## config.mk

```make
export PLATFORM = sky130hd
export DESIGN_NAME = wb_arbiter_2to1_flat
export DESIGN_NICKNAME = d
export VERILOG_FILES = /design/src/rtl/mem_pkg.sv /design/src/rtl/wb_arbiter_2to1_if.sv /design/src/rtl/wb_arbiter_2to1_timeout.sv /design/src/rtl/wb_arbiter_2to1.sv /design/src/flat_wrapper.sv
export SDC_FILE = /design/constraint.sdc
export NUM_CORES = 1
export LEC_CHECK = 0
export ABC_AREA = 1
export CAP_MARGIN = 20
export CORE_AREA = 3 3 124 126
export CTS_CLUSTER_DIAMETER = 40
export CTS_CLUSTER_SIZE = 28
export DETAILED_ROUTE_END_ITERATION = 10
export DIE_AREA = 0 0 127 129
export PLACE_DENSITY = 0.6
export REMOVE_ABC_BUFFERS = 1
export SYNTH_ARGS = -nofsm -noshare
export SYNTH_HDL_FRONTEND = slang
export SYNTH_SLANG_ARGS = --single-unit
```

## constraint.sdc

```tcl
create_clock -name i_clk -period 2.8 [get_ports i_clk]
set_input_delay 0.84 -clock i_clk [delete_from_list [all_inputs] [get_ports i_clk]]
set_output_delay 0.84 -clock i_clk [all_outputs]
set_load 0.005 [all_outputs]
```

## src/rtl/mem_pkg.sv

```systemverilog
// Shared types and constants for the memory front-end arbiter.
package mem_pkg;

  typedef enum logic {
    ARB_IDLE = 1'b0,
    ARB_BUSY = 1'b1
  } arb_state_t;

  // Grant encoding: the o_grant_d output uses the same polarity.
  localparam logic GRANT_I = 1'b0;
  localparam logic GRANT_D = 1'b1;

  localparam int WB_ADDR_W = 32;
  localparam int WB_DATA_W = 32;
  localparam int WB_SEL_W  = 4;

  // Winner of an arbitration round. A lone requester always wins; on a tie,
  // fixed priority favours D, otherwise the port that lost last time wins.
  function automatic logic pick_grant(input logic req_i,
                                      input logic req_d,
                                      input logic last_grant,
                                      input logic fixed_prio);
    logic winner;
    if (req_i && req_d) begin
      winner = fixed_prio ? GRANT_D : ~last_grant;
    end else begin
      winner = req_d ? GRANT_D : GRANT_I;
    end
    return winner;
  endfunction

endpackage

```

## src/rtl/wb_arbiter_2to1_if.sv

```systemverilog
// Wishbone classic bundle. The controller modport starts cycles, the
// peripheral modport answers them.
interface wb_if;
  import mem_pkg::*;

  logic                 cyc;
  logic                 stb;
  logic                 we;
  logic [WB_ADDR_W-1:0] addr;
  logic [WB_SEL_W-1:0]  sel;
  logic [WB_DATA_W-1:0] data_wr;
  logic [WB_DATA_W-1:0] data_rd;
  logic                 ack;
  logic                 err;

  modport controller (
    output cyc, stb, we, addr, sel, data_wr,
    input  data_rd, ack, err
  );

  modport peripheral (
    input  cyc, stb, we, addr, sel, data_wr,
    output data_rd, ack, err
  );

endinterface

```

## src/rtl/wb_arbiter_2to1_timeout.sv

```systemverilog
// Bus-hang watchdog: counts BUSY cycles of the current grant and flags the
// cycle in which the limit is reached. A limit of 0 disables the watchdog.
module wb_timeout_counter #(
  parameter int TIMEOUT_CYCLES = 255,
  parameter int TIMEOUT_W      = 8
) (
  input  logic i_clk,
  input  logic i_rst,
  input  logic clr,
  input  logic en,
  output logic expire
);

  // The count holds the number of BUSY cycles already completed, so the
  // limit is hit while the TIMEOUT_CYCLES-th cycle is in progress.
  localparam logic [TIMEOUT_W-1:0] LAST_CNT = TIMEOUT_W'(TIMEOUT_CYCLES - 1);
  localparam bit                   ENABLED  = (TIMEOUT_CYCLES != 0);

  logic [TIMEOUT_W-1:0] count_q;

  // Cleared on every new grant, advanced once per BUSY cycle.
  always_ff @(posedge i_clk) begin
    if (i_rst) begin
      count_q <= '0;
    end else if (clr) begin
      count_q <= '0;
    end else if (en) begin
      count_q <= count_q + 1'b1;
    end
  end

  // Expiry is only meaningful while the owner is being serviced.
  always_comb begin
    expire = ENABLED && en && (count_q == LAST_CNT);
  end

endmodule

```

## src/rtl/wb_arbiter_2to1.sv

```systemverilog
// Two-to-one Wishbone classic arbiter: instruction fetch (I) and data
// membus (D) share one downstream controller port. One transaction per
// grant, at least one idle cycle between grants, watchdog on hung cycles.
module wb_arbiter_2to1
  import mem_pkg::*;
#(
  parameter int unsigned PRIORITY_DMEM  = 1,
  parameter int          TIMEOUT_CYCLES = 255,
  parameter int          TIMEOUT_W      = 8
) (
  input  logic i_clk,
  input  logic i_rst,
  wb_if.peripheral wb_i,
  wb_if.peripheral wb_d,
  wb_if.controller wb_out,
  output logic o_busy,
  output logic o_grant_d,
  output logic o_timeout
);

  localparam logic FIXED_PRIO = (PRIORITY_DMEM != 0);

  arb_state_t state_q;
  arb_state_t state_d;
  logic       grant_q;
  logic       grant_d;
  logic       start;

  logic req_i;
  logic req_d;
  logic busy;

  logic own_cyc;
  logic own_stb;
  logic term;
  logic expire;
  logic tmo_fire;
  logic ack_route;
  logic err_route;

  assign req_i = wb_i.cyc & wb_i.stb;
  assign req_d = wb_d.cyc & wb_d.stb;
  assign busy  = (state_q == ARB_BUSY);

  // Handshake of whichever port currently owns the bus.
  assign own_cyc = (grant_q == GRANT_D) ? wb_d.cyc : wb_i.cyc;
  assign own_stb = (grant_q == GRANT_D) ? wb_d.stb : wb_i.stb;

  // A real ack/err always beats the watchdog in the same cycle.
  assign term     = own_cyc & (wb_out.ack | wb_out.err);
  assign tmo_fire = busy & own_cyc & expire & ~(wb_out.ack | wb_out.err);

  wb_timeout_counter #(
    .TIMEOUT_CYCLES (TIMEOUT_CYCLES),
    .TIMEOUT_W      (TIMEOUT_W)
  ) u_timeout (
    .i_clk  (i_clk),
    .i_rst  (i_rst),
    .clr    (start),
    .en     (busy),
    .expire (expire)
  );

  // State and grant owner registers; the grant doubles as last-grant memory.
  always_ff @(posedge i_clk) begin
    if (i_rst) begin
      state_q <= ARB_IDLE;
      grant_q <= GRANT_I;
    end else begin
      state_q <= state_d;
      grant_q <= grant_d;
    end
  end

  // Next state: arbitrate in IDLE, leave BUSY on termination, abort or timeout.
  always_comb begin
    state_d = state_q;
    grant_d = grant_q;
    start   = 1'b0;
    unique case (state_q)
      ARB_IDLE: begin
        if (req_i || req_d) begin
          start   = 1'b1;
          state_d = ARB_BUSY;
          grant_d = pick_grant(req_i, req_d, grant_q, FIXED_PRIO);
        end
      end
      ARB_BUSY: begin
        if (!own_cyc || term || tmo_fire) begin
          state_d = ARB_IDLE;
        end
      end
      default: begin
        state_d = ARB_IDLE;
      end
    endcase
  end

  // Downstream bus: owner's signals while BUSY, cycle killed on timeout.
  always_comb begin
    wb_out.cyc     = 1'b0;
    wb_out.stb     = 1'b0;
    wb_out.we      = (grant_q == GRANT_D) ? wb_d.we      : wb_i.we;
    wb_out.addr    = (grant_q == GRANT_D) ? wb_d.addr    : wb_i.addr;
    wb_out.sel     = (grant_q == GRANT_D) ? wb_d.sel     : wb_i.sel;
    wb_out.data_wr = (grant_q == GRANT_D) ? wb_d.data_wr : wb_i.data_wr;
    if (busy) begin
      wb_out.cyc = own_cyc & ~tmo_fire;
      wb_out.stb = own_cyc & own_stb & ~tmo_fire;
    end
  end

  // Termination reaches the owner only; nothing is returned while in reset
  // or after the owner has abandoned its cycle.
  assign ack_route = busy & own_cyc & wb_out.ack & ~i_rst;
  assign err_route = busy & own_cyc & (wb_out.err | tmo_fire) & ~i_rst;

  // Steer ack/err to the granted port; read data is broadcast.
  always_comb begin
    wb_i.ack     = 1'b0;
    wb_i.err     = 1'b0;
    wb_d.ack     = 1'b0;
    wb_d.err     = 1'b0;
    wb_i.data_rd = wb_out.data_rd;
    wb_d.data_rd = wb_out.data_rd;
    if (grant_q == GRANT_D) begin
      wb_d.ack = ack_route;
      wb_d.err = err_route;
    end else begin
      wb_i.ack = ack_route;
      wb_i.err = err_route;
    end
  end

  // Status outputs.
  always_comb begin
    o_busy    = busy;
    o_grant_d = grant_q;
    o_timeout = tmo_fire & ~i_rst;
  end

endmodule

```

## src/flat_wrapper.sv

```systemverilog
// flat-port wrapper written by rule: the top's interface ports become plain ports
module wb_arbiter_2to1_flat import mem_pkg::*;
#(
  parameter int unsigned PRIORITY_DMEM  = 1,
  parameter int          TIMEOUT_CYCLES = 255,
  parameter int          TIMEOUT_W      = 8
)
  (i_clk, i_rst, o_busy, o_grant_d, o_timeout, wb_i_cyc, wb_i_stb, wb_i_we, wb_i_addr, wb_i_sel, wb_i_data_wr, wb_i_data_rd, wb_i_ack, wb_i_err, wb_d_cyc, wb_d_stb, wb_d_we, wb_d_addr, wb_d_sel, wb_d_data_wr, wb_d_data_rd, wb_d_ack, wb_d_err, wb_out_cyc, wb_out_stb, wb_out_we, wb_out_addr, wb_out_sel, wb_out_data_wr, wb_out_data_rd, wb_out_ack, wb_out_err);
  wb_if wb_i_i ();
  wb_if wb_d_i ();
  wb_if wb_out_i ();
  input  logic i_clk;
  input  logic i_rst;
  output logic o_busy;
  output logic o_grant_d;
  output logic o_timeout;
  input wire logic [$bits(wb_i_i.cyc)-1:0] wb_i_cyc;
  input wire logic [$bits(wb_i_i.stb)-1:0] wb_i_stb;
  input wire logic [$bits(wb_i_i.we)-1:0] wb_i_we;
  input wire logic [$bits(wb_i_i.addr)-1:0] wb_i_addr;
  input wire logic [$bits(wb_i_i.sel)-1:0] wb_i_sel;
  input wire logic [$bits(wb_i_i.data_wr)-1:0] wb_i_data_wr;
  output wire logic [$bits(wb_i_i.data_rd)-1:0] wb_i_data_rd;
  output wire logic [$bits(wb_i_i.ack)-1:0] wb_i_ack;
  output wire logic [$bits(wb_i_i.err)-1:0] wb_i_err;
  input wire logic [$bits(wb_d_i.cyc)-1:0] wb_d_cyc;
  input wire logic [$bits(wb_d_i.stb)-1:0] wb_d_stb;
  input wire logic [$bits(wb_d_i.we)-1:0] wb_d_we;
  input wire logic [$bits(wb_d_i.addr)-1:0] wb_d_addr;
  input wire logic [$bits(wb_d_i.sel)-1:0] wb_d_sel;
  input wire logic [$bits(wb_d_i.data_wr)-1:0] wb_d_data_wr;
  output wire logic [$bits(wb_d_i.data_rd)-1:0] wb_d_data_rd;
  output wire logic [$bits(wb_d_i.ack)-1:0] wb_d_ack;
  output wire logic [$bits(wb_d_i.err)-1:0] wb_d_err;
  output wire logic [$bits(wb_out_i.cyc)-1:0] wb_out_cyc;
  output wire logic [$bits(wb_out_i.stb)-1:0] wb_out_stb;
  output wire logic [$bits(wb_out_i.we)-1:0] wb_out_we;
  output wire logic [$bits(wb_out_i.addr)-1:0] wb_out_addr;
  output wire logic [$bits(wb_out_i.sel)-1:0] wb_out_sel;
  output wire logic [$bits(wb_out_i.data_wr)-1:0] wb_out_data_wr;
  input wire logic [$bits(wb_out_i.data_rd)-1:0] wb_out_data_rd;
  input wire logic [$bits(wb_out_i.ack)-1:0] wb_out_ack;
  input wire logic [$bits(wb_out_i.err)-1:0] wb_out_err;
  assign wb_i_i.cyc = wb_i_cyc;
  assign wb_i_i.stb = wb_i_stb;
  assign wb_i_i.we = wb_i_we;
  assign wb_i_i.addr = wb_i_addr;
  assign wb_i_i.sel = wb_i_sel;
  assign wb_i_i.data_wr = wb_i_data_wr;
  assign wb_i_data_rd = wb_i_i.data_rd;
  assign wb_i_ack = wb_i_i.ack;
  assign wb_i_err = wb_i_i.err;
  assign wb_d_i.cyc = wb_d_cyc;
  assign wb_d_i.stb = wb_d_stb;
  assign wb_d_i.we = wb_d_we;
  assign wb_d_i.addr = wb_d_addr;
  assign wb_d_i.sel = wb_d_sel;
  assign wb_d_i.data_wr = wb_d_data_wr;
  assign wb_d_data_rd = wb_d_i.data_rd;
  assign wb_d_ack = wb_d_i.ack;
  assign wb_d_err = wb_d_i.err;
  assign wb_out_cyc = wb_out_i.cyc;
  assign wb_out_stb = wb_out_i.stb;
  assign wb_out_we = wb_out_i.we;
  assign wb_out_addr = wb_out_i.addr;
  assign wb_out_sel = wb_out_i.sel;
  assign wb_out_data_wr = wb_out_i.data_wr;
  assign wb_out_i.data_rd = wb_out_data_rd;
  assign wb_out_i.ack = wb_out_ack;
  assign wb_out_i.err = wb_out_err;
  wb_arbiter_2to1 #(.PRIORITY_DMEM(PRIORITY_DMEM), .TIMEOUT_CYCLES(TIMEOUT_CYCLES), .TIMEOUT_W(TIMEOUT_W)) u_core (.i_clk(i_clk), .i_rst(i_rst), .wb_i(wb_i_i), .wb_d(wb_d_i), .wb_out(wb_out_i), .o_busy(o_busy), .o_grant_d(o_grant_d), .o_timeout(o_timeout));
endmodule
```

==> impl_metrics.tcl <==
set metrics [dict create \
    place_hpwl_um 11730 \
    rsz0062_at_grt "true" \
    drt-vias-per-instance 3.762 \
    cts_htree_levels 1 \
    min-delay-path-class "reg -> reg" \
    cp.required_ps 1960 \
    start_util_pct 13.20 \
    drive_gt1_share_pct 6.742 \
    ys_ff_latch 10 \
    critPathKind "in -> out" \
    finalSetupTns_ps 0 \
    seq_area_frac_synth_pct 10.51 \
    final_cell_mix "223 x nand2_1, 161 x clkdlybuf4s50_1, 37 x dlygate4sd2_1" \
    ios 320 \
    setup.worst_path.start "wb_d_addr[22]" \
    syn_area_um2 1904 \
    period_share_pct 99.43 \
    reg2reg_depth 4 \
    fin_ws_ps 16.01 \
    grtUsageTotal_pct 15.04 \
    maxCapViolations 0 \
    die_x_um 127 \
    worst_pin_slew_ps 398.3 \
    cp.arrival_ps 1940 \
    yosys.area.top_type "nand2_1" \
    drc 0 \
    fin_skew_ps 4.933 \
    vias 2701 \
    clock-root-buffer "clkbuf_16" \
    wire_per_inst_um 18.68 \
    grt_pass1_wl_um 17720 \
    std_cell_rows 44 \
    setup_viol 0 \
    die_area_um2 16380 \
    drt-initial-drc-count 82 \
    post-route-util_pct 27.87 \
    cp-endpoint "wb_out_addr[22]" \
    grt-ovfl-total 0 \
    fmaxAchievable_mhz 359.2 \
    first_pass_iters 4 \
    num-nets-final 715 \
    drt-total-wl_um 13410 \
    synthTopCellsByArea "nand2_1 45%, buf_4 25%, dfxtp_1 11%" \
    yosysWarnings 0 \
    relSlewSlack_pct 73.45 \
    rrSetupSlack_ps 1570 \
    cp-end-kind "output pin" \
    p_per_area_nw_per_um2 251.6 \
    critPathMaxFanout 1 \
    netlist.area_leader.share_pct 44.74 \
    reg2reg_from "u_core.u_timeout.count_q[0]" \
    cts_made_buffers 3 \
    place.gp.congestion 0.7784 \
    n_antenna_cell 0 \
    finalPower_mw 1.012 \
    final_hold_viol_count 0 \
    final_common_cell "nand2_1" \
    grt_pass1_vias 2581 \
    die_h_um 129 \
    ant_nets 0 \
    period_needed_ps 2784 \
    antenna_found_initial 0 \
    worst_r2r_endpoint "u_core.u_timeout.count_q[1]" \
    ys_types 22 \
    ir_drop_uv 355.9 \
    outcome "completed" \
    critPathLaunchType "input pin" \
    clock_latency_ps 240 \
    core_um2 14420 \
    leakagePower_nw 2.079 \
    min_from "u_core.u_timeout.count_q[5]" \
    slew_viol_final 0 \
    tritoncts "built" \
    areaGrowthSynthToFinish_pct 111.1 \
    worst_hold_slack_ps 512.9 \
    syn_inst 375 \
    grt_max_degree 52 \
    io_buffer_count 223 \
    dp_slack_ps -466.7 \
    cts_sinks 10 \
    clockBufferDepth 2 \
    path_clk_slew_ps 40 \
    avgSynthCellArea_um2 5.078 \
]
[metal layers]
metal	share of wire, %	GRT usage, %	vias to the layer above	routed length (um)
met5	0.56	5.000	-	75
met4	0.20	0.5678	2	27
met3	23	16.27	6	3130
met2	42	22.10	213	5608
met1	34	15.20	1107	4568
li1	-	-	1373	-
[kinds of logic (layout without fill, tap and decap cells)]
| group | after synthesis | count (layout) | share of synthesized area [%] |
|---|---|---|---|
| AOI/OAI and AO/OA | 11 | 11 | 3.416 |
| xor gates and xnor gates | 1 | 1 | 0.4600 |
| adders and majority gates | 2 | 2 | 1.314 |
| buffers and inverters | 92 | 251 | 31.28 |
| DFF | 10 | 10 | 10.51 |
| and+or+nand+nor | 259 | 259 | 53.02 |
[state kept, by name, indices dropped and copies added, names as in the netlist]
name	cells
u_core.u_timeout.count_q	8
u_core.o_grant_d	1
u_core.o_busy	1
[worst min path at each step]
stage / slack [ps] / end / depth (start not counted)
after floorplan: 470 / u_core.u_timeout.count_q[1] / 2
after global placement: 500 / u_core.u_timeout.count_q[1] / 2
after detailed placement: 500 / u_core.u_timeout.count_q[1] / 2
after CTS: 520 / u_core.u_timeout.count_q[5] / 2
after global routing: 550 / u_core.u_timeout.count_q[5] / 2
final: 510 / u_core.u_timeout.count_q[5] / 2
[Yosys cell counts]
master	number
a21oi_1	6
buf_2	8
buf_4	64
clkbuf_1	7
dfxtp_1	10
ha_1	2
inv_1	11
inv_2	2
nand2_1	227
nand2_2	3
nand3_1	3
nand3_2	1
nor2_1	17
nor2_2	2
nor2_4	1
nor3_1	4
o21ai_0	2
o21ai_1	1
o21bai_2	1
o32ai_1	1
or2_2	1
xnor2_1	1
[area by class of cell]
class                      count  area [um^2]
multi-input combinational    273         1126
timing repair buffer         234         2325
clock buffer                   4        88.84
sequential                    10        201.4
inverter                      13        48.80
tap                          184        230.2
fill                        1614        10400
[stage by stage]
step                std cells  instance area, um^2
floorplan                 296                 1358
global placement          712                 3901
detailed placement        712                 3901
CTS                       718                 3964
global route              718                 4020
finish                    718                 4020
[worst max-delay path: stages]
cell             delay (ps)
clkdlybuf4s50_1         450
nand2_1                  60
nand2_2                 100
clkdlybuf4s50_1         500
[repair_timing]
item | in CTS | in global routing
endpoints found under the hold margin | 0 | 0
pin swaps | 6 | 4
hold buffers | 0 | 0
gates resized for setup | 54 | 23
setup endpoints to repair | 37 | 25
setup buffers | 2 | 0
[power breakdown]
part | switching [mW] | leakage (nW) | internal (mW)
logic | 0.220 | 1.95 | 0.358
registers | 0.00502 | 0.0814 | 0.146
clock network | 0.0671 | 0.0442 | 0.215
total | 0.292 | 2.08 | 0.720
(Power assumes the default switching activity.)
